**src/rtl/des_core_arbiter.sv**
```systemverilog
// -----------------------------------------------------------------------------
// des_core_arbiter
//
// Shares a single DES core (ap_ctrl_hs handshake) among NUM_REQ requesters.
// A round-robin arbiter picks one requester while the core reports idle and
// latches its data word. The arbiter then runs the core's start/done handshake
// and captures the 64-bit result. The result is returned to the same requester
// over a one-hot valid/ready response channel. Only one job is in flight at a
// time.
//
// Optional feature macro: DES_ARB_WDOG_EN
//   When defined, a watchdog counter aborts a job after WDOG_CYCLES cycles in
//   START/WAIT without core_ap_done. The job is answered with resp_err=1 and
//   resp_data=0.
//   When undefined, resp_err is tied low and a hung core stalls the arbiter.
//
// Ports:
//   ap_clk, ap_rst    clock, synchronous active-high reset
//   req_valid/ready   per-requester job request / one-hot acceptance pulse
//   req_data          packed request words, requester i owns slice i
//   resp_valid/ready  one-hot response valid / per-requester accept
//   resp_data         captured core result (zero on watchdog abort)
//   resp_err          job aborted, qualified by resp_valid
//   busy              job in flight (any state other than IDLE)
//   grant_id          index of the current or last granted requester
//   core_*            ap_ctrl_hs handshake, input data and result of the core
// -----------------------------------------------------------------------------
module des_core_arbiter #(
  parameter int NUM_REQ     = 4,
  parameter int ID_W        = 2,
  parameter int DIN_W       = 32,
  parameter int DOUT_W      = 64,
  parameter int WDOG_CYCLES = 4096
) (
  input  logic                     ap_clk,
  input  logic                     ap_rst,
  input  logic [NUM_REQ-1:0]       req_valid,
  input  logic [NUM_REQ*DIN_W-1:0] req_data,
  output logic [NUM_REQ-1:0]       req_ready,
  output logic [NUM_REQ-1:0]       resp_valid,
  input  logic [NUM_REQ-1:0]       resp_ready,
  output logic [DOUT_W-1:0]        resp_data,
  output logic                     resp_err,
  output logic                     busy,
  output logic [ID_W-1:0]          grant_id,
  output logic                     core_ap_start,
  input  logic                     core_ap_done,
  input  logic                     core_ap_idle,
  input  logic                     core_ap_ready,
  output logic [DIN_W-1:0]         core_inputdata,
  input  logic [DOUT_W-1:0]        core_result
);

  typedef enum logic [1:0] {
    ST_IDLE  = 2'd0,
    ST_START = 2'd1,
    ST_WAIT  = 2'd2,
    ST_RESP  = 2'd3
  } state_e;

  state_e            state_q, state_d;
  logic [ID_W-1:0]   last_grant_q, last_grant_d;
  logic [ID_W-1:0]   grant_id_q, grant_id_d;
  logic [DIN_W-1:0]  data_q, data_d;
  logic [DOUT_W-1:0] result_q, result_d;

  logic [ID_W-1:0]   pick_s;
  logic              found_s;
  logic              grant_s;
  logic              abort_s;
  logic [DIN_W-1:0]  req_slice_s [NUM_REQ];

  for (genvar i = 0; i < NUM_REQ; i++) begin : g_slice
    assign req_slice_s[i] = req_data[i*DIN_W +: DIN_W];
  end

  // Round-robin search: first asserted request after last_grant, wrapping.
  always_comb begin
    logic [ID_W-1:0] cand;
    logic            hit;
    pick_s  = '0;
    found_s = 1'b0;
    for (int k = 1; k <= NUM_REQ; k++) begin
      cand    = ID_W'((int'(last_grant_q) + k) % NUM_REQ);
      hit     = !found_s && req_valid[cand];
      pick_s  = hit ? cand : pick_s;
      found_s = found_s | hit;
    end
  end

  // A grant never fires while reset is applied, so no requester sees an
  // acceptance for a job that reset is about to discard.
  assign grant_s = (state_q == ST_IDLE) && core_ap_idle && found_s && !ap_rst;

`ifdef DES_ARB_WDOG_EN
  localparam logic [31:0] WDOG_LAST = 32'(WDOG_CYCLES - 1);

  logic [31:0] wdog_cnt_q, wdog_cnt_d;
  logic        err_q, err_d;
  logic        wdog_expire_s;

  assign wdog_expire_s = (wdog_cnt_q == WDOG_LAST);

  // Expiry aborts only when the core has not completed in the same cycle.
  assign abort_s = wdog_expire_s &&
                   (((state_q == ST_START) && !(core_ap_ready && core_ap_done)) ||
                    ((state_q == ST_WAIT) && !core_ap_done));

  // Watchdog count: held at zero in IDLE so it starts at zero on entering START.
  always_comb begin
    if (state_q == ST_IDLE) begin
      wdog_cnt_d = 32'd0;
    end else if ((state_q == ST_START) || (state_q == ST_WAIT)) begin
      wdog_cnt_d = wdog_cnt_q + 32'd1;
    end else begin
      wdog_cnt_d = wdog_cnt_q;
    end
  end

  // Abort flag: set when a job is abandoned, cleared at the next grant.
  always_comb begin
    if (abort_s) begin
      err_d = 1'b1;
    end else if (grant_s) begin
      err_d = 1'b0;
    end else begin
      err_d = err_q;
    end
  end

  // Watchdog registers.
  always_ff @(posedge ap_clk) begin
    if (ap_rst) begin
      wdog_cnt_q <= 32'd0;
      err_q      <= 1'b0;
    end else begin
      wdog_cnt_q <= wdog_cnt_d;
      err_q      <= err_d;
    end
  end
`else
  logic unused_wdog_s;

  assign abort_s       = 1'b0;
  assign unused_wdog_s = (WDOG_CYCLES > 0);
`endif

  // State and datapath registers.
  always_ff @(posedge ap_clk) begin
    if (ap_rst) begin
      state_q      <= ST_IDLE;
      last_grant_q <= ID_W'(NUM_REQ - 1);
      grant_id_q   <= '0;
      data_q       <= '0;
      result_q     <= '0;
    end else begin
      state_q      <= state_d;
      last_grant_q <= last_grant_d;
      grant_id_q   <= grant_id_d;
      data_q       <= data_d;
      result_q     <= result_d;
    end
  end

  // Next-state and datapath update.
  always_comb begin
    state_d      = state_q;
    last_grant_d = last_grant_q;
    grant_id_d   = grant_id_q;
    data_d       = data_q;
    result_d     = result_q;
    case (state_q)
      ST_IDLE: begin
        if (grant_s) begin
          state_d    = ST_START;
          grant_id_d = pick_s;
          data_d     = req_slice_s[pick_s];
        end else begin
          state_d = ST_IDLE;
        end
      end
      ST_START: begin
        if (core_ap_ready && core_ap_done) begin
          state_d  = ST_RESP;
          result_d = core_result;
        end else if (abort_s) begin
          state_d  = ST_RESP;
          result_d = '0;
        end else if (core_ap_ready) begin
          state_d = ST_WAIT;
        end else begin
          state_d = ST_START;
        end
      end
      ST_WAIT: begin
        if (core_ap_done) begin
          state_d  = ST_RESP;
          result_d = core_result;
        end else if (abort_s) begin
          state_d  = ST_RESP;
          result_d = '0;
        end else begin
          state_d = ST_WAIT;
        end
      end
      ST_RESP: begin
        // Only the granted requester's accept closes the job.
        if (resp_ready[grant_id_q]) begin
          state_d      = ST_IDLE;
          last_grant_d = grant_id_q;
        end else begin
          state_d = ST_RESP;
        end
      end
      default: begin
        state_d = ST_IDLE;
      end
    endcase
  end

  // Handshake outputs decoded from the current state.
  always_comb begin
    req_ready     = '0;
    resp_valid    = '0;
    core_ap_start = 1'b0;
    busy          = 1'b0;
    resp_err      = 1'b0;
    case (state_q)
      ST_IDLE: begin
        req_ready[pick_s] = grant_s;
      end
      ST_START: begin
        core_ap_start = 1'b1;
        busy          = 1'b1;
      end
      ST_WAIT: begin
        busy = 1'b1;
      end
      ST_RESP: begin
        busy                   = 1'b1;
        resp_valid[grant_id_q] = 1'b1;
`ifdef DES_ARB_WDOG_EN
        resp_err = err_q;
`else
        resp_err = 1'b0;
`endif
      end
      default: begin
        busy = 1'b0;
      end
    endcase
  end

  assign resp_data      = result_q;
  assign grant_id       = grant_id_q;
  assign core_inputdata = data_q;

endmodule

```
**config.mk**
```make
export PLATFORM = sky130hd
export DESIGN_NAME = des_core_arbiter
export DESIGN_NICKNAME = d
export VERILOG_FILES = /design/src/rtl/des_core_arbiter.sv
export SDC_FILE = /design/constraint.sdc
export NUM_CORES = 1
export LEC_CHECK = 0
export CORE_ASPECT_RATIO = 0.6
export CORE_MARGIN = 3
export CORE_UTILIZATION = 40
export DETAILED_ROUTE_END_ITERATION = 10
export PLACE_DENSITY_LB_ADDON = 0.05
export SYNTH_ARGS = -nofsm -noshare
export SYNTH_HDL_FRONTEND = slang
export SYNTH_SLANG_ARGS = --single-unit
```
**constraint.sdc**
```tcl
create_clock -name ap_clk -period 3.1 [get_ports ap_clk]
set_input_delay 0.31 -clock ap_clk [delete_from_list [all_inputs] [get_ports ap_clk]]
set_output_delay 0.31 -clock ap_clk [all_outputs]
set_load 0.05 [all_outputs]
```
Word level (Yosys, flattened, before mapping)
Index checks and enable logic that the tools add are counted.
Word-level totals
  register bits: 102
  bits of input ports: 205
  output and inout port bits: 109
  logic and storage cells: 81
Operators by class
  add/subtract/negate cells: 4
  order comparisons: 9
  eq/ne operators: 5
  mux-type cells: 34
  bitwise operators: 5
  reductions and logical operators: 19
Operators with widths (number)
  $mux W64: 2
  $pmux W64 S2: 1
  $bmux W32 S2: 1
  $mux W32: 2
  $lt A2 B3 Y1 const B: 6
  $mux W2: 7
  $mux W1: 11
  $bmux W1 S2: 5
  $logic_and A1 B1 Y1: 9
  $mux W4: 2
  $pmux W2 S4: 1
  $add A2 B1 Y2 const B: 2
  $add A2 B2 Y2 const B: 2
  $and A4 B4 Y4: 1
  $demux W1 S2: 2
  $eq A2 B2 Y1 const B: 2
  $ge A2 B1 Y1 const B: 2
  $logic_not A1 Y1: 4
  $ne A2 B2 Y1 const B: 2
  $reduce_and A2 Y1: 2
  $ge A3 B3 Y1 const B: 1
  $not A2 Y3: 1
  $or A1 B1 Y1: 3
  $reduce_and A3 Y1: 1
  4 further kinds: 4

Longest topological paths before layout
  word-level depth: 18
  gate-level depth with buffers: 8

Worst setup path after synthesis
Ideal clock, no wire load.
  path kind: reg-to-output
  start point: register state_q[1]
  end point: output req_ready[2]
  arrival: 2.416 ns
  path slack: 0.374 ns
  cell stages (with the launch flop): 6
  path buffers: 1
  path through: dfxtp_1 > buf_2 > nor4b_4 > a21boi_4 > nand2_2 > a211oi_1
On the way
  cells in the longest elaborated chain, start to end: 6
Ends and longest elaborated chain
  start: declaration: line 61  | state_e state_q, state_d;
  start signal: assignment: line 157  | state_q <= state_d;
  $logic_not A2 Y1 (*): line 93, 228
  $logic_and A1 B1 Y1 (3 in series): line 93  | assign grant_s = (state_q == ST_IDLE) && core_ap_idle && found_s && !ap_rst;
  $and A4 B4 Y4 (no source line)
  $mux W4 (*): line 228  | case (state_q)
  end: declaration: line 39  | output logic [NUM_REQ-1:0] req_ready,
Every way passes the cells marked *; elsewhere a longest branch is shown, timed or not.

Worst setup path in the final report
  start point: input req_valid[3]
  end point: output req_ready[2]
On the way
  cells in the longest elaborated chain, start to end: 17
  elaborated cells on any way between the ends: 30
  those cells by class: order compare: 2; mux: 15; bitwise: 4; reduce/logical: 9
Ends and longest elaborated chain
  start: declaration: line 37  | input logic [NUM_REQ-1:0] req_valid,
  $bmux W1 S2: line 85  | hit = !found_s && req_valid[cand];
  $mux W1 (not written as such): line 85
  $logic_not A1 Y1: line 85
  $logic_and A1 B1 Y1: line 85
  $or A1 B1 Y1: line 87  | found_s = found_s | hit;
  $logic_not A1 Y1: line 85
  $logic_and A1 B1 Y1: line 85
  $or A1 B1 Y1: line 87
  $logic_not A1 Y1: line 85
  $logic_and A1 B1 Y1: line 85
  $mux W2: line 86  | pick_s = hit ? cand : pick_s;
  $lt A2 B3 Y1 (not written as such) or $ge A2 B1 Y1 (tied branches): line 230  | req_ready[pick_s] = grant_s;
  $logic_and A1 B1 Y1 (not written as such): line 230
  $mux W1 (not written as such): line 230
  $demux W1 S2: line 230
  $and A4 B4 Y4 (no source line) (*)
  $mux W4 (*): line 228
Every way passes the cells marked *; elsewhere a longest branch is shown, timed or not. The select of a mux whose other input is x is not followed.

==> run_results.csv <==
group,metric,value,unit
die,chipHeight,92.3,um
timing,rsz0062_at_grt,"no",
power,p_per_area,454,mW/mm^2
worst_setup_path,crit_required,2790,ps
worst_setup_path,ff2ff_path_depth,5,
global_route,grt_pass1_vias,5395,
power,peakVddDrop,286,uV
route,first_pass_iters,4,
yosys,synth-xor-area-share,0,%
power,seqPwrFrac,38.5,%
route,drc,0,
route,ant_nets,0,
outcome,status,"completed",
yosys,synth_top_area_share,41.2,%
global_route,track_usage,25.8,%
power,switching_share,33.8,%
layout,area_delta_synth_final,70.4,%
yosys,ys_seq_elements,102,
clocking,cts_buffers,9,
place,io_buffers,312,
worst_setup_path,reg2reg_from,"last_grant_q[0]",
yosys,ys_types,40,
place,dp_hpwl,14100,um
yosys,yosysTopAreaCell,"dfxtp_1",
clocking,clock-root-buffer,"clkbuf_16",
timing,fin_tns_setup,0,ps
clocking,clk_path_buf_depth,2,
worst_setup_path,worstPathArrival,2290,ps
clocking,clk_pin_slew,70,ps
timing,maxSlewHeadroom,19.3,%
timing,setup_violations,0,
timing,worstMarginPinSlew,1210,ps
worst_setup_path,crit_path_max_incr_delay,610,ps
worst_setup_path,reg2reg_to,"core_inputdata[16]",
clocking,post_cts_buffers,0,
yosys,synthMuxAreaShare,6.91,%
yosys,synth_nets,825,
yosys,yosys.area_share.simple,20.5,%
die,die_area,0.0138,mm^2
die,initial_core_util,42.4,%
power,leakagePower,3.13,nW
die,pin_count,314,
global_route,grt_pass1_wl,28400,um
route,routed_wl,18600,um
clocking,cts_max_level,3,
timing,hold_violations,0,
power,cell_internal_pwr,2.54,mW
layout,n_antenna_cell,0,
die,core,0.0117,mm^2
yosys,synth_seq_area_share,41.2,%
worst_setup_path,path_common_cell,"nor2_1",
yosys,synthTopCellsByArea,"dfxtp_1 (41%), nand2_1 (12%), a21oi_1 (6.8%)",
clocking,numClockSinks,102,
worst_setup_path,path_max_fanout,5,
layout,drive_gt1_share,6.71,%
yosys,synth_fa_ha_area_share,0,%
route,wl_per_cell,17.4,um
yosys,avgSynthCellArea,8.00,um^2
global_route,antenna_found_initial,0,
route,vias,5493,
worst_setup_path,cp-start-kind,"primary input",
flow_run,cap_violations,0,
power,p_switching,1.30,mW
timing,slew_violations,0,
global_route,grt_max_degree,85,
hold_path,hold_start,"ap_rst",
die,rows,30,
layout,final_cell_mix,"clkdlybuf4s50_1 (307), nand2_1 (157), dfxtp_1 (102)",
timing,min_period_over_period,83.8,%
worst_setup_path,cp-endpoint,"req_ready[2]",
die,dieWidth,150,um
layout,final_common_cell,"clkdlybuf4s50_1",
layout,nets,1109,
route,initialDrtViolationCount,205,
power,clkPwrFrac,28.4,%
timing,period_minus_slack,2600,ps
route,via_per_inst,5.14,
worst_setup_path,startpoint,"req_valid[3]",
yosys,synth_warnings,0,
yosys,netlist_instances,620,
clocking,cts_tree,"built",
worst_setup_path,worstSetupEndpointType,"output port",
clocking,cts_hold_buf,0,
worst_setup_path,r2r_slack,980,ps
worst_setup_path,cp_cell_sequence,"clkdlybuf4s50_1 > nor2b_1 > nor2_1 > nor2_1 > nand2_2 > a211oi_1 > buf_12",
yosys,synth-compound-area-share,23.5,%
hold_path,min-delay-path-class,"in2reg",
timing,fin_skew,9.49,ps
worst_setup_path,crit_type,"in2out",
timing,whs,344,ps
place,place_congestion,0.972,
clocking,post_cts_resized,0,
clocking,insertion_delay,350,ps
worst_setup_path,slowest_stage,"clkdlybuf4s50_1",
yosys,syn-cell-area,0.00496,mm^2
power,p_comb_share,33.1,%
global_route,grt_overflow,0,
yosys,synth_top_family_by_area,"compound AO/OA/AOI/OAI gates",
timing,max_freq,385,MHz
==> how the worst min path moves through the flow <==
stage	to	slack, ps	cells past startpoint
2_1_floorplan	resp_data[17]	450	2
3_3_place_gp	resp_data[33]	440	2
3_5_place_dp	resp_data[18]	450	2
4_1_cts	grant_id[0]	330	4
5_1_grt	grant_id[0]	360	4
6_report	grant_id[0]	340	4
==> cells by family (layout without fill, tap and decap cells) <==
logic type | count (synthesis) | count (layout)
compound gates | 177 | 177
buf+inv | 87 | 376
flops | 102 | 102
mux | 33 | 33
other cells | 1 | 1
simple gates | 220 | 220
==> metrics by stage <==
step | setup WS (ps) | util, % | cell area [um^2] | instances | power [mW]
5_1_grt | 403 | 72.2 | 8460 | 1069 | 3.99
3_3_place_gp | 568 | 69.8 | 8170 | 1053 | 2.75
4_1_cts | 533 | 72.2 | 8460 | 1069 | 3.87
6_report | 504 | 72.2 | 8460 | 1069 | 3.84
3_5_place_dp | 408 | 69.8 | 8170 | 1053 | 2.78
2_1_floorplan | 374 | - | 4960 | 620 | 2.21
==> state kept, by name, summed over array words and instances (netlist names) <==
register / cells
core_inputdata: 32
resp_data: 64
grant_id: 2
last_grant_q: 2
state_q: 2
==> metal layers <==
layer,global-route usage [%],vias to the layer above,part of all wire (%)
li1,-,2714,-
met1,29.2,2550,39
met2,46.6,203,51
met3,8.49,26,8.2
met4,6.62,0,2.2
met5,0,-,0
==> power by group through the flow <==
stage	Combinational, mW	Sequential, mW	Clock (mW)
2_1_floorplan	0.378	1.83	0
3_3_place_gp	1.25	1.50	0
3_5_place_dp	1.27	1.51	0
4_1_cts	1.27	1.48	1.12
5_1_grt	1.34	1.49	1.16
6_report	1.27	1.48	1.09
==> synthesized netlist by cell type <==
cell type	number
buf_4	1
mux4_2	1
and3_1	1
a221oi_2	1
and4_1	17
a211o_1	2
or2_2	2
a21bo_2	1
mux2i_1	32
a221oi_1	14
inv_1	34
nand2_1	157
nor4b_4	1
o21ai_2	2
buf_6	5
nor3_1	3
a211oi_2	10
nor2_1	11
a21boi_4	1
clkbuf_1	30
o22ai_1	1
buf_1	1
nand2b_1	19
buf_2	16
nor2b_1	3
nand2_2	1
a21o_1	1
conb_1	1
o21ai_0	16
a31oi_1	32
a211oi_1	7
dfxtp_1	102
o211ai_1	17
o21a_2	1
a21boi_0	1
nor2_2	2
a21oi_1	67
o21ai_1	3
nand2b_4	1
nand3_1	2
==> worst max-delay path: cells and delay by family <==
family	cells	cell delay [ps]
buffers and inverters	2	810
AO/OA/AOI/OAI	1	390
AND/OR/NAND/NOR	4	770
==> area by class of cell <==
class / instances / area, um^2
inverter: 34 / 128
tap: 160 / 200
timing repair buffer: 326 / 3240
clock buffer: 11 / 243
sequential: 102 / 2040
multi-input combinational: 431 / 2560
fill: 921 / 3260
clock inverter: 5 / 42.5
Note: power is estimated with default switching activity, not from simulation.
